**config.mk**
```make
export PLATFORM = sky130hd
export DESIGN_NAME = poly_coef_packer
export DESIGN_NICKNAME = d
export VERILOG_FILES = /design/src/rtl/poly_coef_packer.sv
export SDC_FILE = /design/constraint.sdc
export NUM_CORES = 1
export LEC_CHECK = 0
export BUFFER_PORTS_ARGS = -buffer_cell sky130_fd_sc_hd__buf_2
export CAP_MARGIN = 0
export CELL_PAD_IN_SITES_DETAIL_PLACEMENT = 0
export CELL_PAD_IN_SITES_GLOBAL_PLACEMENT = 2
export CORE_ASPECT_RATIO = 1.4
export CORE_MARGIN = 4
export CORE_UTILIZATION = 40
export DETAILED_ROUTE_END_ITERATION = 10
export PLACE_DENSITY = 0.87
export RECOVER_POWER = 100
export SLEW_MARGIN = 0
export SYNTH_ARGS = -nofsm -noshare
export SYNTH_HDL_FRONTEND = slang
export SYNTH_SLANG_ARGS = --single-unit
export TNS_END_PERCENT = 100
```
**constraint.sdc**
```tcl
create_clock -name clk -period 4.84 [get_ports clk]
set_input_delay 0.242 -clock clk [delete_from_list [all_inputs] [get_ports clk]]
set_output_delay 0.242 -clock clk [all_outputs]
set_load 0.005 [all_outputs]
```
**src/rtl/poly_coef_packer.sv**
```systemverilog
// Packs a valid/ready stream of 12-bit coefficients into 96-bit words (8 lanes) and writes
// one 256-coefficient polynomial to RAM at a per-command word offset. Optional: COEF_REDUCE_EN.
module poly_coef_packer #(
  parameter int N_COEF = 256,
  parameter int COEF_W = 12,
  parameter int LANES  = 8,
  parameter int Q      = 3329,
  parameter int ADDR_W = 10
) (
  input  logic                      clk,
  input  logic                      rst,
  input  logic                      start,
  input  logic [ADDR_W-1:0]         w_offset,
  input  logic                      in_valid,
  input  logic [COEF_W-1:0]         in_coef,
  output logic                      in_ready,
  output logic                      ram_wen,
  output logic [ADDR_W-1:0]         ram_waddr,
  output logic [COEF_W*LANES-1:0]   ram_wdata,
  output logic                      busy,
  output logic                      done,
  output logic                      range_err
);

  localparam int LANE_BITS = $clog2(LANES);
  localparam int WORD_BITS = $clog2(N_COEF / LANES);
  localparam int CNT_W     = $clog2(N_COEF) + 1;

  typedef enum logic [1:0] {IDLE, FILL, LAST, DONE} state_t;

  state_t                   state, state_n;
  logic [CNT_W-1:0]         cnt;
  logic [ADDR_W-1:0]        offset;
  logic [COEF_W-1:0]        lane_q [LANES-1];
  logic [COEF_W-1:0]        coef_store;
  logic [COEF_W*LANES-1:0]  word_data;
  logic [LANE_BITS-1:0]     lane;
  logic [WORD_BITS-1:0]     word_idx;
  logic                     accept;
  logic                     out_of_range;
  logic                     last_coef;

  assign lane         = cnt[LANE_BITS-1:0];
  assign word_idx     = cnt[LANE_BITS+WORD_BITS-1:LANE_BITS];
  assign accept       = in_valid && in_ready;
  assign out_of_range = in_coef >= COEF_W'(Q);
  assign last_coef    = cnt == CNT_W'(N_COEF - 1);

`ifdef COEF_REDUCE_EN
  // A 12-bit value is below 2*Q, so a single conditional subtraction lands in [0, Q).
  assign coef_store = out_of_range ? in_coef - COEF_W'(Q) : in_coef;
`else
  assign coef_store = in_coef;
`endif

  // The final lane bypasses the holding register so the word is written the cycle after it arrives.
  always_comb begin
    word_data = '0;
    for (int k = 0; k < LANES - 1; k++) begin
      word_data[k*COEF_W +: COEF_W] = lane_q[k];
    end
    word_data[(LANES-1)*COEF_W +: COEF_W] = coef_store;
  end

  always_comb begin
    state_n  = state;
    in_ready = 1'b0;
    busy     = 1'b0;
    done     = 1'b0;
    unique case (state)
      IDLE: if (start) state_n = FILL;
      FILL: begin
        in_ready = 1'b1;
        busy     = 1'b1;
        if (accept && last_coef) state_n = LAST;
      end
      LAST: begin
        busy    = 1'b1;
        state_n = DONE;
      end
      DONE: begin
        done    = 1'b1;
        state_n = IDLE;
      end
      default: state_n = IDLE;
    endcase
  end

  // NOTE: sequential state uses non-blocking assignments so every register samples pre-edge values.
  always_ff @(posedge clk or posedge rst) begin
    if (rst) begin
      state     <= IDLE;
      cnt       <= '0;
      offset    <= '0;
      range_err <= 1'b0;
      ram_wen   <= 1'b0;
      ram_waddr <= '0;
      ram_wdata <= '0;
    end else begin
      state   <= state_n;
      ram_wen <= 1'b0;
      if (state == IDLE && start) begin
        offset    <= w_offset;
        cnt       <= '0;
        range_err <= 1'b0;
      end
      if (accept) begin
        cnt <= cnt + 1'b1;
        if (out_of_range) range_err <= 1'b1;
        if (lane == LANE_BITS'(LANES - 1)) begin
          ram_wen   <= 1'b1;
          ram_waddr <= offset + ADDR_W'(word_idx);
          ram_wdata <= word_data;
        end
      end
    end
  end

  // NOTE: the lane holding register has no reset; every lane is rewritten before each word goes out.
  always_ff @(posedge clk) begin
    for (int k = 0; k < LANES - 1; k++) begin
      if (accept && lane == LANE_BITS'(k)) lane_q[k] <= coef_store;
    end
  end

endmodule

```
=== After elaboration in Yosys (flattened, before gate mapping) ===
Memories as Yosys holds them, arrays and structs flattened. A register that Yosys moved wholly into a read port is not among the register bits.
Cells that the tools add are included.
Widths: inputs -> output; s select.

* Output and inout bits: 111
* Register bits after elaboration: 129
* Memories: 1
* Logic and storage cells: 91
* RAM bits: 84
* Input bits: 26

{| class="wikitable"
|+ Memories
! memory !! words !! bits a word !! read ports !! clocked after Yosys merged registers in !! write ports !! line !! source
|-
| lane_q || 7 || 12 || 7 || 7 || 1 || 34 || <nowiki>logic [COEF_W-1:0] lane_q [LANES-1];</nowiki>
|}

* Equal/unequal tests: 13
* Add/subtract/negate cells: 2
* Magnitude comparators: 1
* Multiplexer cells: 45
* Reduce and logical (&&, ||, !) cells: 22

{| class="wikitable"
|+ Operators with widths
! operator !! number
|-
| $mux 12 || 6
|-
| $reduce_or 12->1 || 6
|-
| $mux 1 || 28
|-
| $mux 3 || 6
|-
| $mux 9 || 2
|-
| $eq 3x3->1 const B || 4
|-
| $ge 12x12->1 const B || 1
|-
| $add 10x5->10 || 1
|-
| $logic_and 1x1->1 || 10
|-
| $add 9x1->9 const B || 1
|-
| $eq 9x8->1 const B || 1
|-
| $pmux 2 s4 || 1
|-
| $eq 3x2->1 const B || 2
|-
| $eq 2x2->1 const B || 2
|-
| $mux 2 || 2
|-
| $ne 2x2->1 const B || 2
|-
| $reduce_and 2->1 || 2
|-
| $eq 3x1->1 const B || 1
|-
| $logic_not 3->1 || 1
|-
| $eq 2x1->1 const B || 1
|-
| $logic_not 2->1 || 1
|-
| $reduce_bool 2->1 || 1
|-
| $reduce_or 2->1 || 1
|}

=== Logic depth before layout (Yosys ltp) ===
* Word-level depth: 13
* Gate-level depth with buffers: 9
* Depth with buffers taken out: 9

=== Worst setup path after synthesis ===
OpenSTA, ideal clock, no wires.

* Path type: reg2reg
* From: reg state[1]
* To: mem lane_q[5][0] (enable)
* Arrival: 1.914 ns
* Setup slack: 2.527 ns
* Clock period less this slack: 2.313 ns
* Path buffers: 0
* Cell stages (with the launch flop): 6
* Data required time: 4.441 ns
* Library setup time: 0.399 ns
* Cells stage by stage: dfrtp_1 -> inv_1 -> ha_1 -> and2_4 -> nand2_1 -> nor3b_1

* Longest elaborated chain between the ends: 13
* Elaborated cells on any way between the ends: 42
* Classes of those cells: 1 x eq/ne; 27 x mux; 14 x reduce/logical

{| class="wikitable"
|+ RTL lines
! what !! line !! source
|-
| start, declared || 31 || <nowiki>state_t state, state_n;</nowiki>
|-
| start signal, assigned || 100 || <nowiki>state <= state_n;</nowiki>
|-
| $eq 2x1->1 (*) || 70 || <nowiki>unique case (state)</nowiki>
|-
| $mux 1 (*) || 70 ||
|-
| net in_ready || 16 || <nowiki>output logic in_ready,</nowiki>
|-
| $logic_and 1x1->1 (*) || 45 || <nowiki>assign accept = in_valid && in_ready;</nowiki>
|-
| $logic_and 1x1->1 || 122 || <nowiki>if (accept && lane == LANE_BITS'(k)) lane_q[k] <= coef_store;</nowiki>
|-
| $mux 1 || 122 ||
|-
| $mux 1 (not written as such) || 122 ||
|-
| $reduce_or 12->1 (no line) || - ||
|-
| $mux 3 (no line) or $mux 1 (tied branches) (6 in series) || - ||
|-
| end, declared || 34 ||
|}

The timed path passes the listed nets; every way through them passes the cells marked *.

=== Worst setup path after layout ===
* From: reg state[1]
* To: reg ram_wdata[13] (read register of lane_q)

* Longest elaborated chain between the ends: 4

{| class="wikitable"
|+ RTL lines
! what !! line !! source
|-
| $eq 2x1->1 || 70 ||
|-
| $mux 1 || 70 ||
|-
| $logic_and 1x1->1 || 45 ||
|-
| $reduce_and 2->1 (no line) || - ||
|-
| end, declared || 19 || <nowiki>output logic [COEF_W*LANES-1:0] ram_wdata,</nowiki>
|}

No other way between the ends.
A chain may end at the register's enable or synchronous reset.

==> impl_metrics.json <==
{
  "status": "complete, but fails checks",
  "violations": "capacitance limit, slew limit",
  "synth_most_common_cell": "dfrtp_1",
  "fillers": 1705,
  "rsz0062_at_grt": "no",
  "ys_ff_latch": 213,
  "grt_antenna_before_repair": 0,
  "hold_viol_final": 0,
  "post-cts-setup-buffers": 0,
  "slew_headroom_pct": -52.4,
  "via_per_inst": 4.92,
  "crit_slowest_cell": "inv_4",
  "dpl.hpwl_um": 11800,
  "fin_crit_sh_pct": 70.3,
  "ys_seq_area_share_pct": 72.6,
  "min_path_cells": 3,
  "period_needed_ns": 3.40,
  "hold_path_class": "in -> reg",
  "required_ns": 5.21,
  "routed_wl_um": 17400,
  "chipHeight_um": 175,
  "dr_total_vias": 4370,
  "grtUsageMet2_pct": 27.5,
  "synth-async-reset-ratio_pct": 60.6,
  "cts.clk_slew.worst_paths_ns": 0.06,
  "areaGrowthSynthToFinish_pct": 20.5,
  "rr_worst_depth": 7,
  "synth_top_family_by_area": "multiplexers",
  "hold_end": "cnt[2]",
  "row_count": 60,
  "mappedNetlistArea_mm2": 0.00792,
  "synth_compound_area_share_pct": 2.59,
  "antenna_cells": 0,
  "gp_congestion": 0.777,
  "firstDrtPassIters": 4,
  "synthTopCellsByArea": "dfrtp_1 41%, edfxtp_1 32%, mux2_2 14%",
  "synth-simple-area-share_pct": 3.47,
  "ios": 137,
  "synthMuxAreaShare_pct": 15.5,
  "synth_nets": 512,
  "fin_cells": 889,
  "grt.busiest_layer": "met2",
  "cts_root_buf": "clkbuf_16",
  "layout-drive-gt1-share_pct": 31.5,
  "htreeDepth": 1,
  "critPathLaunch": "state[1]",
  "synth_top_cell_by_area": "dfrtp_1",
  "grt_max_degree": 90,
  "power_uw": 4190,
  "synth.distinct_cells": 35,
  "drc_errors": 0,
  "slowest_delay_ns": 0.65,
  "worst_slew_pin_slew_ns": 2.29,
  "path_cells": "inv_1 > ha_1 > and2_0 > nand2_1 > inv_4 > buf_4 > mux2_2",
  "finalSetupTns_ns": 0,
  "cts-buffers-inserted": 21,
  "synthAdderAreaFrac_pct": 2.94,
  "grt_pass1_wl_um": 27100,
  "die_area_mm2": 0.0222,
  "r2r_start": "state[1]",
  "ant_nets": 0,
  "cp-start-kind": "register",
  "die_w_um": 127,
  "yosys_warnings": 0,
  "drv_slew": 42,
  "clock.fmax_mhz": 294,
  "synth_xor_area_share_pct": 0.774,
  "grt_pass1_vias": 4780,
  "final-setup-viol-count": 0,
  "grt.total_usage_pct": 15.7,
  "cts_resized": 0,
  "use_met1_pct": 18.7,
  "overflow": 0,
  "hold_start": "in_valid",
  "worst_setup_path_end_kind": "register",
  "postSynthCellCount": 468,
  "cp_max_fo": 53,
  "portBuffers": 136,
  "critPathArrivalTime_ns": 3.77,
  "clkLatencyLatePin_ns": 0.48,
  "clock_sinks": 213,
  "postSynthAreaPerCell_um2": 16.9,
  "tritoncts": "built",
  "finClkSkew_ns": 0.00778,
  "ir_worst_vdd_uv": 265,
  "placedCellCount": 840,
  "grt_use_met3_pct": 3.72,
  "finalNetCount": 670,
  "holdWs_ns": 0.181,
  "cts_buffer_depth": 3,
  "drt_iter0_drc": 277,
  "wire_per_inst_um": 19.6,
  "synth_top_area_share_pct": 40.7,
  "postCtsHoldBufs": 11,
  "r2r_slack_ns": 1.44,
  "rr_endpoint": "ram_wdata[13]",
  "p_per_area_mw_per_mm2": 439,
  "leakage_uw": 0.00432,
  "synth-main-ff-cell": "dfrtp_1",
  "synth-edff-count": 84,
  "start_util_pct": 40.9,
  "criticalPathCategory": "reg -> reg",
  "core_mm2": 0.0194,
  "synth_common_cells": "129 x dfrtp_1, 99 x mux2_2, 84 x edfxtp_1",
  "cap_violations": 1
}
==> flip-flops by register name, indices dropped and copies added, names as in the netlist <==
name / cells
ram_wdata: 96
lane_q: 84
ram_waddr: 10
ram_wen: 1
state: 2
cnt: 9
range_err: 1
offset: 10
==> cell families (layout without fill, tap and decap cells) <==
family	Yosys count	in the layout
DFF	213	213
muxes	109	109
and+or+nand+nor	57	57
AOI/OAI and AO/OA	37	37
buffers and inverters	27	200
adders and majority gates	18	18
xor gates and xnor gates	7	7
==> through the flow <==
| stage | utilization, % | worst slack, ns | instance area [µm²] |
|---|---|---|---|
| floorplan | - | 1.16 | 7920 |
| global placement | 45.5 | 2.16 | 8820 |
| detailed placement | 45.5 | 2.05 | 8820 |
| CTS | 49.8 | 2.05 | 9650 |
| global route | 49.3 | 0.993 | 9550 |
| finish | 49.3 | 1.44 | 9550 |
==> power breakdown <==
group	internal, µW	switching (µW)	total [µW]	leakage [µW]
combinational	178	245	423	0.00143
clock	989	668	1660	0.000358
sequential	2020	96.3	2110	0.00253
total	3180	1010	4190	0.00432
==> layer usage <==
layer	vias to the layer above	share of wire [%]
li1	2001	-
met1	2224	39
met2	117	52
met3	28	5.9
met4	0	3.0
met5	-	0
==> layout make-up <==
class | instances | area, µm² | share of cell area [%]
timing repair buffer | 150 | 714 | 7.48
tap | 248 | 310 | 3.25
sequential | 213 | 5750 | 60.2
inverter | 12 | 52.6 | 0.550
clock inverter | 11 | 123 | 1.28
clock buffer | 27 | 598 | 6.26
multi-input combinational | 228 | 2000 | 20.9
==> critical path, delay by kind of cell (launching register included) <==
kind / cells / cell delay, ns
mux: 1 / 0.38
flops: 1 / 0.40
fa+ha+maj: 1 / 0.22
buf+inv: 3 / 1.23
simple gates: 2 / 1.01
==> layout by cell type (no fill, tap or decap), drive strengths merged <==
cell type | netlist | layout
nand2 | 26 | 26
a211oi | 1 | 1
nand4 | 2 | 2
a31oi | 2 | 2
nor2 | 6 | 6
or3 | 2 | 2
o211ai | 1 | 1
o21bai | 1 | 1
inv | 12 | 15
and2 | 1 | 1
nand3 | 6 | 6
dlygate4sd3 | 0 | 11
mux2 | 107 | 107
buf | 13 | 63
a21o | 1 | 1
fa | 1 | 1
bufinv | 0 | 2
xor2 | 7 | 7
nor3b | 1 | 1
nor4 | 2 | 2
nor2b | 1 | 1
clkinvlp | 0 | 1
a22o | 1 | 1
mux2i | 2 | 2
nand2b | 1 | 1
dfrtp | 129 | 129
and3 | 9 | 9
a21oi | 7 | 7
o21ai | 23 | 23
clkbuf | 2 | 103
clkinv | 0 | 5
ha | 17 | 17
edfxtp | 84 | 84
==> how the worst max path moves through the flow <==
stage                         end  slack, ns  cells after the start
floorplan                  cnt[0]       1.16                      1
global placement    ram_wdata[25]       2.16                      7
detailed placement  ram_wdata[13]       2.05                      7
CTS                 ram_wdata[13]       2.05                      7
global route            offset[9]       0.99                      4
finish              ram_wdata[13]       1.44                      7
No activity file was read; power rests on OpenSTA's default activity.
